`src/rtl/akuma_pkg.sv`:
```
// Shared types and constants for the Akuma sprite controllers.
package akuma_pkg;

    typedef enum logic [2:0] {
        ST_IDLE   = 3'd0,
        ST_WALK_L = 3'd1,
        ST_WALK_R = 3'd2,
        ST_CROUCH = 3'd3,
        ST_JUMP   = 3'd4
    } state_e;

    typedef enum logic [1:0] {
        DIR_NONE = 2'd0,
        DIR_L    = 2'd1,
        DIR_R    = 2'd2
    } air_dir_e;

    localparam logic [7:0] KEY_A     = 8'h04;
    localparam logic [7:0] KEY_D     = 8'h07;
    localparam logic [7:0] KEY_W     = 8'h1A;
    localparam logic [7:0] KEY_S     = 8'h16;
    localparam logic [7:0] KEY_SPACE = 8'h2C;

    localparam int unsigned SCREEN_W = 640;
    localparam int unsigned SCREEN_H = 480;
    localparam int unsigned SPRITE_W = 140;
    localparam int unsigned SPRITE_H = 240;

    localparam int unsigned POS_W  = 10;
    localparam int unsigned VY_W   = 8;
    localparam int unsigned DIV_W  = 4;
    localparam int unsigned DASH_W = 4;
    localparam int unsigned COOL_W = 5;

    localparam int unsigned DASH_TICKS = 8;
    localparam int unsigned DASH_COOL  = 30;

    // Saturate a signed candidate position into [lo, hi].
    function automatic logic [POS_W-1:0] sat_pos(input logic signed [POS_W:0] v,
                                                 input logic [POS_W-1:0] lo,
                                                 input logic [POS_W-1:0] hi);
        if (v < $signed({1'b0, lo}))
            return lo;
        else if (v > $signed({1'b0, hi}))
            return hi;
        else
            return v[POS_W-1:0];
    endfunction

endpackage

```
`src/rtl/akuma_motion_if.sv`:
```
// Keycode/vsync inputs and sprite anchor/animation outputs of akuma_motion.
interface akuma_motion_if;
    import akuma_pkg::*;

    logic             vs;
    logic [7:0]       keycode;
    logic [POS_W-1:0] AkumaX;
    logic [POS_W-1:0] AkumaY;
    logic [2:0]       anim_state;
    logic [1:0]       anim_frame;
    logic             facing_left;
    logic             frame_tick;

    modport master (
        output vs, keycode,
        input  AkumaX, AkumaY, anim_state, anim_frame, facing_left, frame_tick
    );

    modport slave (
        input  vs, keycode,
        output AkumaX, AkumaY, anim_state, anim_frame, facing_left, frame_tick
    );

endinterface

```
`src/rtl/frame_tick_gen.sv`:
```
// Registered one-cycle pulse on each falling edge of an active-low vsync.
module frame_tick_gen (
    input  logic i_clk,
    input  logic i_rst,
    input  logic i_vs_n,
    output logic o_tick
);

    logic r_vs_d;
    logic r_tick;

    always_ff @(posedge i_clk) begin
        if (i_rst) begin
            r_vs_d <= 1'b1;
            r_tick <= 1'b0;
        end else begin
            r_vs_d <= i_vs_n;
            r_tick <= r_vs_d & ~i_vs_n;
        end
    end

    assign o_tick = r_tick;

endmodule

```
`src/rtl/akuma_motion.sv`:
```
// Akuma sprite motion FSM: keycode-driven walk/crouch/jump, updated once per frame.
// Optional dash move on space is built only when AKUMA_DASH_EN is defined.
module akuma_motion
    import akuma_pkg::*;
#(
    parameter logic [POS_W-1:0] SPAWN_X   = 10'd100,
    parameter logic [POS_W-1:0] X_MIN     = 10'd0,
    parameter logic [POS_W-1:0] X_MAX     = POS_W'(SCREEN_W - SPRITE_W - 1),
    parameter logic [POS_W-1:0] GROUND_Y  = POS_W'(SCREEN_H - SPRITE_H),
    parameter logic [3:0]       WALK_STEP = 4'd3,
    parameter logic [5:0]       JUMP_V0   = 6'd12,
    parameter logic [5:0]       GRAVITY   = 6'd1,
    parameter logic [3:0]       WALK_DIV  = 4'd6
) (
    input  logic          vga_clk,
    input  logic          Reset,
    akuma_motion_if.slave bus
);

    localparam logic signed [POS_W:0] STEP_1X = $signed((POS_W+1)'(WALK_STEP));
    localparam logic signed [POS_W:0] STEP_2X = STEP_1X <<< 1;

    logic                    w_tick;
    logic [7:0]              w_key;
    state_e                  r_state, w_state_nxt;
    logic [POS_W-1:0]        r_x, w_x_nxt;
    logic [POS_W-1:0]        r_y, w_y_nxt;
    logic signed [VY_W-1:0]  r_vy, w_vy_nxt;
    logic [DIV_W-1:0]        r_div, w_div_nxt;
    logic [1:0]              r_frame, w_frame_nxt;
    logic                    r_facing, w_facing_nxt;
    air_dir_e                r_air, w_air_nxt;
    logic signed [POS_W:0]   w_step, w_dx, w_x_sum, w_y_sum;
`ifdef AKUMA_DASH_EN
    logic [DASH_W-1:0]       r_dash, w_dash_nxt;
    logic [COOL_W-1:0]       r_cool, w_cool_nxt;
    logic                    w_walking, w_dash_start;
`endif

    frame_tick_gen u_frame_tick (
        .i_clk  (vga_clk),
        .i_rst  (Reset),
        .i_vs_n (bus.vs),
        .o_tick (w_tick)
    );

    assign w_key = bus.keycode;

    // Next-state values; only committed on a frame tick.
    always_comb begin
        w_state_nxt  = r_state;
        w_y_nxt      = r_y;
        w_vy_nxt     = r_vy;
        w_div_nxt    = r_div;
        w_frame_nxt  = r_frame;
        w_facing_nxt = r_facing;
        w_air_nxt    = r_air;
        w_dx         = '0;
        w_step       = STEP_1X;
        w_y_sum      = $signed({1'b0, r_y}) +
                       $signed({{(POS_W+1-VY_W){r_vy[VY_W-1]}}, r_vy});
`ifdef AKUMA_DASH_EN
        w_dash_nxt   = r_dash;
        w_cool_nxt   = r_cool;
        w_walking    = (r_state == ST_WALK_L) || (r_state == ST_WALK_R);
        w_dash_start = w_walking && (w_key == KEY_SPACE) &&
                       (r_dash == '0) && (r_cool == '0);
        if (w_dash_start || (r_dash != '0))
            w_step = STEP_2X;
`endif

        case (r_state)
            ST_JUMP: begin
                w_vy_nxt = r_vy + $signed(VY_W'(GRAVITY));
                case (r_air)
                    DIR_L:   w_dx = -STEP_1X;
                    DIR_R:   w_dx = STEP_1X;
                    default: w_dx = '0;
                endcase
                if (w_y_sum >= $signed({1'b0, GROUND_Y})) begin
                    w_y_nxt     = GROUND_Y;
                    w_vy_nxt    = '0;
                    w_state_nxt = ST_IDLE;
                end else if (w_y_sum[POS_W]) begin
                    w_y_nxt = '0;
                end else begin
                    w_y_nxt = w_y_sum[POS_W-1:0];
                end
            end
            default: begin
                if (w_key == KEY_W) begin
                    w_state_nxt = ST_JUMP;
                    w_vy_nxt    = -$signed(VY_W'(JUMP_V0));
                    w_air_nxt   = (r_state == ST_WALK_L) ? DIR_L :
                                  (r_state == ST_WALK_R) ? DIR_R : DIR_NONE;
                end else if (w_key == KEY_S) begin
                    w_state_nxt = ST_CROUCH;
                end else if (w_key == KEY_A) begin
                    w_state_nxt  = ST_WALK_L;
                    w_facing_nxt = 1'b1;
                    w_dx         = -w_step;
                end else if (w_key == KEY_D) begin
                    w_state_nxt  = ST_WALK_R;
                    w_facing_nxt = 1'b0;
                    w_dx         = w_step;
                end
`ifdef AKUMA_DASH_EN
                else if (w_walking && (w_key == KEY_SPACE)) begin
                    w_dx = (r_state == ST_WALK_L) ? -w_step : w_step;
                end
`endif
                else begin
                    w_state_nxt = ST_IDLE;
                end
            end
        endcase

        w_x_sum = $signed({1'b0, r_x}) + w_dx;
        w_x_nxt = sat_pos(w_x_sum, X_MIN, X_MAX);

        // Walk cycle advances only while the next state is a walk state.
        if ((w_state_nxt == ST_WALK_L) || (w_state_nxt == ST_WALK_R)) begin
            if (r_div == WALK_DIV - DIV_W'(1)) begin
                w_div_nxt   = '0;
                w_frame_nxt = r_frame + 2'd1;
            end else begin
                w_div_nxt = r_div + DIV_W'(1);
            end
        end else begin
            w_div_nxt   = '0;
            w_frame_nxt = '0;
        end

`ifdef AKUMA_DASH_EN
        // The start tick is the first dash tick; a jump cancels into cooldown.
        if (w_dash_start) begin
            w_dash_nxt = DASH_W'(DASH_TICKS - 1);
        end else if ((w_state_nxt == ST_JUMP) && (r_state != ST_JUMP) && (r_dash != '0)) begin
            w_dash_nxt = '0;
            w_cool_nxt = COOL_W'(DASH_COOL);
        end else if (r_dash != '0) begin
            w_dash_nxt = r_dash - DASH_W'(1);
            if (r_dash == DASH_W'(1))
                w_cool_nxt = COOL_W'(DASH_COOL);
        end else if (r_cool != '0) begin
            w_cool_nxt = r_cool - COOL_W'(1);
        end
`endif
    end

    always_ff @(posedge vga_clk) begin
        if (Reset) begin
            r_state  <= ST_IDLE;
            r_x      <= SPAWN_X;
            r_y      <= GROUND_Y;
            r_vy     <= '0;
            r_div    <= '0;
            r_frame  <= '0;
            r_facing <= 1'b0;
            r_air    <= DIR_NONE;
        end else if (w_tick) begin
            r_state  <= w_state_nxt;
            r_x      <= w_x_nxt;
            r_y      <= w_y_nxt;
            r_vy     <= w_vy_nxt;
            r_div    <= w_div_nxt;
            r_frame  <= w_frame_nxt;
            r_facing <= w_facing_nxt;
            r_air    <= w_air_nxt;
        end
    end

`ifdef AKUMA_DASH_EN
    always_ff @(posedge vga_clk) begin
        if (Reset) begin
            r_dash <= '0;
            r_cool <= '0;
        end else if (w_tick) begin
            r_dash <= w_dash_nxt;
            r_cool <= w_cool_nxt;
        end
    end
`endif

    assign bus.AkumaX      = r_x;
    assign bus.AkumaY      = r_y;
    assign bus.anim_state  = r_state;
    assign bus.anim_frame  = r_frame;
    assign bus.facing_left = r_facing;
    assign bus.frame_tick  = w_tick;

endmodule

```
`src/flat_wrapper.sv`:
```
// flat-port wrapper written by rule: the top's interface ports become plain ports
module akuma_motion_flat import akuma_pkg::*;
#(
    parameter logic [POS_W-1:0] SPAWN_X   = 10'd100,
    parameter logic [POS_W-1:0] X_MIN     = 10'd0,
    parameter logic [POS_W-1:0] X_MAX     = POS_W'(SCREEN_W - SPRITE_W - 1),
    parameter logic [POS_W-1:0] GROUND_Y  = POS_W'(SCREEN_H - SPRITE_H),
    parameter logic [3:0]       WALK_STEP = 4'd3,
    parameter logic [5:0]       JUMP_V0   = 6'd12,
    parameter logic [5:0]       GRAVITY   = 6'd1,
    parameter logic [3:0]       WALK_DIV  = 4'd6
)
  (vga_clk, Reset, bus_vs, bus_keycode, bus_AkumaX, bus_AkumaY, bus_anim_state, bus_anim_frame, bus_facing_left, bus_frame_tick);
  akuma_motion_if bus_i ();
  input  logic vga_clk;
  input  logic Reset;
  input wire logic [$bits(bus_i.vs)-1:0] bus_vs;
  input wire logic [$bits(bus_i.keycode)-1:0] bus_keycode;
  output wire logic [$bits(bus_i.AkumaX)-1:0] bus_AkumaX;
  output wire logic [$bits(bus_i.AkumaY)-1:0] bus_AkumaY;
  output wire logic [$bits(bus_i.anim_state)-1:0] bus_anim_state;
  output wire logic [$bits(bus_i.anim_frame)-1:0] bus_anim_frame;
  output wire logic [$bits(bus_i.facing_left)-1:0] bus_facing_left;
  output wire logic [$bits(bus_i.frame_tick)-1:0] bus_frame_tick;
  assign bus_i.vs = bus_vs;
  assign bus_i.keycode = bus_keycode;
  assign bus_AkumaX = bus_i.AkumaX;
  assign bus_AkumaY = bus_i.AkumaY;
  assign bus_anim_state = bus_i.anim_state;
  assign bus_anim_frame = bus_i.anim_frame;
  assign bus_facing_left = bus_i.facing_left;
  assign bus_frame_tick = bus_i.frame_tick;
  akuma_motion #(.SPAWN_X(SPAWN_X), .X_MIN(X_MIN), .X_MAX(X_MAX), .GROUND_Y(GROUND_Y), .WALK_STEP(WALK_STEP), .JUMP_V0(JUMP_V0), .GRAVITY(GRAVITY), .WALK_DIV(WALK_DIV)) u_core (.vga_clk(vga_clk), .Reset(Reset), .bus(bus_i));
endmodule
```
`config.mk`:
```
export PLATFORM = sky130hd
export DESIGN_NAME = akuma_motion_flat
export DESIGN_NICKNAME = d
export VERILOG_FILES = /design/src/rtl/akuma_pkg.sv /design/src/rtl/akuma_motion_if.sv /design/src/rtl/frame_tick_gen.sv /design/src/rtl/akuma_motion.sv /design/src/flat_wrapper.sv
export SDC_FILE = /design/constraint.sdc
export NUM_CORES = 1
export LEC_CHECK = 0
export ABC_AREA = 1
export BUFFER_PORTS_ARGS = -buffer_cell sky130_fd_sc_hd__clkbuf_2
export CELL_PAD_IN_SITES_DETAIL_PLACEMENT = 1
export CELL_PAD_IN_SITES_GLOBAL_PLACEMENT = 1
export CORE_ASPECT_RATIO = 1.1
export CORE_MARGIN = 2
export CORE_UTILIZATION = 43
export CTS_BUF_LIST = sky130_fd_sc_hd__clkbuf_8
export CTS_CLUSTER_SIZE = 40
export DETAILED_ROUTE_END_ITERATION = 8
export PLACE_DENSITY = 0.91
export SYNTH_ARGS = -nofsm -noshare
export SYNTH_HDL_FRONTEND = slang
export SYNTH_HIERARCHICAL = 1
export SYNTH_SLANG_ARGS = --single-unit
```
`constraint.sdc`:
```
create_clock -name vga_clk -period 3.2 [get_ports vga_clk]
set_clock_uncertainty 0.1 [all_clocks]
set_input_delay 0.32 -clock vga_clk [delete_from_list [all_inputs] [get_ports vga_clk]]
set_output_delay 0.32 -clock vga_clk [all_outputs]
set_load 0.005 [all_outputs]
```
# --- Word level (Yosys, flattened, before mapping) ---
# Cells that the tools add are included.
word_totals:
  word_cells: 71
  ff_bits: 42
  output_inout_bits: 27
  input_bits: 11
classes:
  bitwise_logic: 5
  n_lt_le_gt_ge: 3
  add_sub_neg: 5
  n_mux: 27
  n_eq_ne: 13
  reduce_logical: 8
ops:
  columns: ["operator", "n"]
  rows:
  - ["$mux 11", 4]
  - ["$mux 10", 4]
  - ["$mux 8", 3]
  - ["$pmux 11 s2", 1]
  - ["$eq 8x3->1 const B", 2]
  - ["$eq 8x5->1 const B", 2]
  - ["$mux 3", 5]
  - ["$mux 2", 6]
  - ["$add 11x11->11", 1]
  - ["$add 11x8->11", 1]
  - ["$ge 11x9->1 const B", 1]
  - ["$gt 11x10->1 const B", 1]
  - ["$lt 11x1->1 const B", 1]
  - ["$add 8x2->8 const B", 1]
  - ["$mux 4", 2]
  - ["$eq 3x1->1 const B", 2]
  - ["$eq 3x2->1 const B", 2]
  - ["$reduce_and 2->1", 3]
  - ["$reduce_and 5->1", 1]
  - ["$add 4x1->4 const B", 1]
  - ["$eq 4x3->1 const B", 1]
  - ["$not 1->1", 4]
  - ["$reduce_bool 2->1", 2]
  - ["$eq 3x3->1 const B", 1]
  - ["8 further kinds", 9]

# --- Logic depth before layout (Yosys ltp) ---
depth:
  word_depth: 10
  mapped_depth: 22
  depth_no_buf: 22

# --- Hierarchy ---
# The synthesis kept the hierarchy.
by_module_without_submodules:
  columns: ["mod", "seq_area_each_um2", "n_inst", "cells_per_inst", "area_per_inst_um2"]
  rows:
  - ["akuma_motion", 800.8, 1, 459, 3036.7]
  - ["frame_tick_gen", 40.0, 1, 6, 57.6]

# --- Least setup slack after synthesis ---
# No wires, ideal clock.
synth_path:
  path_kind: "input to register"
  from: "input port bus_keycode[7]"
  to: "register u_core.r_x[2] (netlist: u_core/bus.AkumaX[2])"
  stages: 16
  t_required_ns: 2.985
  setup_ns: 0.115
  arrival_ns: 2.481
  setup_slack_ns: 0.504
  n_path_buf: 0
  path_cell_list: "nor2_2 > nand3_1 > nand3b_1 > nand2_1 > inv_1 > nand2_1 > o211ai_1 > ha_1 > fa_1 > nand3_1 > nand3_1 > xor2_1 > nor2_1 > nand4_2 > nand4_1 > nand2_1"
synth_via:
  elab_chain_len: 10
  word_cells_on_any_way: 14
  cone_classes: "1 x add/sub; 2 x order compare; 4 x eq/ne; 7 x mux"
synth_lines:
  columns: ["item", "line_no", "source"]
  rows:
  - ["start, declared", "flat_wrapper.sv:18", "input wire logic [$bits(bus_i.keycode)-1:0] bus_keycode;"]
  - ["$eq 8x3->1", "akuma_motion.sv:102", "end else if (w_key == KEY_D) begin"]
  - ["$mux 2", "akuma_motion.sv:102", null]
  - ["$mux 11", "akuma_motion.sv:98", "end else if (w_key == KEY_A) begin"]
  - ["$mux 11", "akuma_motion.sv:96", "end else if (w_key == KEY_S) begin"]
  - ["$mux 11 (*)", "akuma_motion.sv:91", "if (w_key == KEY_W) begin"]
  - ["$mux 11 (*)", "akuma_motion.sv:72", "case (r_state)"]
  - ["$add 11x11->11 (*)", "akuma_motion.sv:118", "w_x_sum = $signed({1'b0, r_x}) + w_dx;"]
  - ["$gt 11x10->1", "akuma_pkg.sv:44", "else if (v > $signed({1'b0, hi}))"]
  - ["$mux 10", "akuma_pkg.sv:44", null]
  - ["$mux 10 (*)", "akuma_pkg.sv:42", "if (v < $signed({1'b0, lo}))"]
  - ["end signal, assigned", "akuma_motion.sv:163", "r_x <= w_x_nxt;"]
  - ["end, declared", "akuma_motion.sv:26", "logic [POS_W-1:0] r_x, w_x_nxt;"]
# Mark *: on every way between the ends. The rest lies on a longest branch, timed or not.
# A chain may end at the register's enable or synchronous reset.

# --- Worst setup path after layout ---
layout_path:
  from: "register u_core.r_state[1] (netlist: u_core/bus.anim_state[1])"
  to: "register u_core.r_x[5] (netlist: u_core/bus.AkumaX[5])"
layout_via:
  elab_chain_len: 6
  word_cells_on_any_way: 7
  cone_classes: "1 x add/sub; 2 x order compare; 1 x eq/ne; 3 x mux"
layout_lines:
  columns: ["item", "line_no", "source"]
  rows:
  - ["start, declared", "akuma_motion.sv:25", "state_e r_state, w_state_nxt;"]
  - ["start signal, assigned", "akuma_motion.sv:162", "r_state <= w_state_nxt;"]
  - ["$eq 3x3->1 (*)", "akuma_motion.sv:72", null]
  - ["$mux 11 (*)", "akuma_motion.sv:72", null]
  - ["$add 11x11->11 (*)", "akuma_motion.sv:118", null]
  - ["$gt 11x10->1", "akuma_pkg.sv:44", null]
  - ["$mux 10", "akuma_pkg.sv:44", null]
  - ["$mux 10 (*)", "akuma_pkg.sv:42", null]
# Marked as above.

==> impl_results.md <==
* Final setup viols at 0
* I/O Buffers at 37
* Outcome: finished clean
* Worst endpoint data arrival time at 3.06 ns
* Net Sw Frac at approximately a quarter
* Dpl hpwl at ~7000 um
* Routed WL per cell at around 15 um
* CP Capture Type: register
* Total track usage at between 20% and 30%
* Cell taking the most area after synthesis: dfxtp_1
* Fmax at between 300 and 400 MHz
* CP required at around 3.3 ns
* I/O pins at 38
* Fraction of registers with async set/reset at 0%
* Final hold vios at 0
* CTS tree: built
* Max rail drop VDD at roughly 0.15 mV
* Post-CTS setup repair buffer count at 0
* CTS resizes at 0
* Post-Syn Area at between 3000 and 4000 sq um
* Cells after synthesis at 465
* Period minus WS final at about 3.0 ns
* Sequential-to-total area share from yosys stat at 27.2%
* Setup TNS at 0 ns
* Worst-Skew Late Latency at approximately 0.30 ns
* Setup Crit Path Kind: reg2reg
* Die area at 7890 sq um
* Via density at roughly 5.4
* Row cnt at 32
* Worst slew pin tran at around 0.57 ns
* Min-delay worst type: in2reg
* First-pass GRT wire length at between 15000 and 20000 um
* Sequential power share at between 50% and 60%
* Syn. warnings at 6
* Internal Power at between 0.7 and 0.8 mW
* Post-route insts no fill at slightly below 600
* Placed Cells at 584
* Yosys reg bits at 42
* Period Utilization, post-route at 93.0%
* Place WS at roughly 0.05 ns
* Placed Instance Area at around 3400 sq um
* Count leader, synth: nand2_1
* Gate power share at 8.0%
* Routed WL at 8980 um
* Synth cell count leaders: nand2_1 (126), inv_1 (65), dfxtp_1 (42), nand3_1 (40), nor2_1 (39)
* Layout cells sized above 1 at approximately 15%
* Routability congestion estimate from global placement at ~0.96
* Nets at 544
* Netlist cell types at 39
* TritonCTS buffer count at 5
* Htree depth at 2
* Clock sinks at 42
* Clock power frac at a little over a third
* DRC viols at 0
* Synth area leaders: dfxtp_1 (27%), nand2_1 (15%), ha_1 (10%), inv_1 (7.9%), nand3_1 (6.5%)
* Hold buffer count at CTS at 0
* Crit Path Max Fanout at 7
* Crit path launch type: register
* Total gr overflow at 0
* Final worst slack at 0.225 ns
* Syn-to-layout area delta at 12.3%
* PwrDens at approximately 280 nW/um^2
* Post-synth EDFFs at 0
* Final instance area at roughly 3500 sq um
* RSZ-0062 raised after global routing: false
* Fillcell total at slightly below 1000
* Routed Antenna Nets at 0
* Initial Utilization at ~44%
* Largest net degree at the start of global routing at 23
* Die W at about 85 um
* Clock transition at the registers of the reported paths at approximately 0.08 ns
* Routed via count at 3177
* Vias in the first global route at approximately 3400
* Max cap viols at 0
* Area share of the largest cell type after synthesis at between 20 and 30%
* Die H at 93.0 um
* Syn Nets at a little over 500
* Overall power at just under 1 mW
* Max Slew Vio Count at 0
* Switching Power at ~0.24 mW
* Root Buffer: clkbuf_8
* Leak at between 1.5 and 2 nW
* # diodes at 0
* Synth Flop Type: dfxtp_1
* Clock buffer depth at 2
* Worst rel slew slack at between 60% and 70%
* DR pass1 iterations at 4
* Core area at approximately 7000 sq um
* Iteration-0 DRC Markers at about 180
* Initial antenna violation count at 0
* Average size of a mapped cell at roughly 6.7 sq um
[registers in the layout, indices dropped and copies added (netlist names)]
signal / cells
u_core/bus.AkumaX: 10
u_core/bus.AkumaY: 10
u_core/bus.anim_frame: 2
u_core/bus.anim_state: 3
u_core/bus.facing_left: 1
u_core/r_air: 2
u_core/r_div: 4
u_core/r_vy: 8
u_core/u_frame_tick/o_tick: 1
u_core/u_frame_tick/r_vs_d: 1
[per-stage QoR]
step,utilization (%),hold WS [ns]
after floorplan,-,0.292
after global placement,48.2,0.307
after detailed placement,48.2,0.321
after CTS,49.5,0.124
after global routing,49.6,0.118
final,49.6,0.134
[layer usage]
metal,wire [um],vias to the layer above,global-route usage (%)
met5,0,-,0
met4,129,0,5.95
met3,231,12,2.65
met2,4840,64,46.9
li1,-,1588,-
met1,3780,1513,26.1
[power groups by stage]
stage / Sequential [mW] / Combinational, mW / Clock, mW
after global routing: 0.537 / 0.0867 / 0.387
final: 0.536 / 0.0775 / 0.354
after detailed placement: 0.548 / 0.0756 / 0
after floorplan: 0.547 / 0.0470 / 0
after CTS: 0.536 / 0.0768 / 0.365
after global placement: 0.548 / 0.0726 / 0
[worst max-delay path: stages, from the launching register on]
cell	delay, ns
dfxtp_1	0.33
inv_1	0.14
nand3_2	0.16
nand2_1	0.12
inv_1	0.07
nand2_1	0.14
o211ai_1	0.11
ha_1	0.26
fa_1	0.46
nand3_1	0.12
nand3_1	0.11
nand4_1	0.11
nand2_1	0.07
nand2_1	0.06
nand2_1	0.08
nand4_2	0.18
nand3_1	0.10
nand2_1	0.08
nand2_1	0.06
[layout make-up]
type	count	area, sq um	area share, %
repair buffers	40	208	5.98
inverters	70	263	7.56
flip-flops and latches	42	841	24.2
multi-input cells	347	1960	56.6
clock buffers	6	82.6	2.38
clock inverters	2	8.76	0.252
well taps	85	106	3.06
[cell families (layout without fill, tap and decap cells)]
| family | count (synthesis) | in the layout | share of synthesized area (%) |
|---|---|---|---|
| AOI/OAI and AO/OA | 57 | 57 | 10.6 |
| adders and majority gates | 27 | 27 | 11.4 |
| xor gates and xnor gates | 16 | 16 | 5.38 |
| DFF | 42 | 42 | 27.2 |
| and+or+nand+nor | 247 | 247 | 35.9 |
| buffers and inverters | 76 | 118 | 9.50 |
[final timing paths]
| path | depth (start not counted) | slack (ns) | endpoint | start |
|---|---|---|---|---|
| min reg2reg | 2 | 0.34 | u_core/u_frame_tick/o_tick | u_core/u_frame_tick/r_vs_d |
| max | 18 | 0.22 | u_core/bus.AkumaX[5] | u_core/bus.anim_state[1] |
| min | 2 | 0.13 | u_core/u_frame_tick/r_vs_d | bus_vs |
| max reg2reg | 18 | 0.22 | u_core/bus.AkumaX[5] | u_core/bus.anim_state[1] |
[layout by cell type, fill, tap and decap left out, types with 3 or more instances in the layout]
master / instances
clkbuf_2: 37
ha_1: 25
nand2_2: 8
nand2_1: 126
inv_2: 4
nor2_1: 39
buf_4: 3
o21ai_1: 3
xor2_1: 10
clkbuf_8: 6
o21ai_0: 12
o21bai_1: 4
nand3b_1: 3
a21oi_2: 3
nand4_1: 12
inv_1: 66
a21oi_1: 28
xnor2_1: 4
dfxtp_1: 42
or2_2: 3
nand3_1: 39
nand2_4: 3
nor3_1: 6
(Power assumes the default switching activity.)
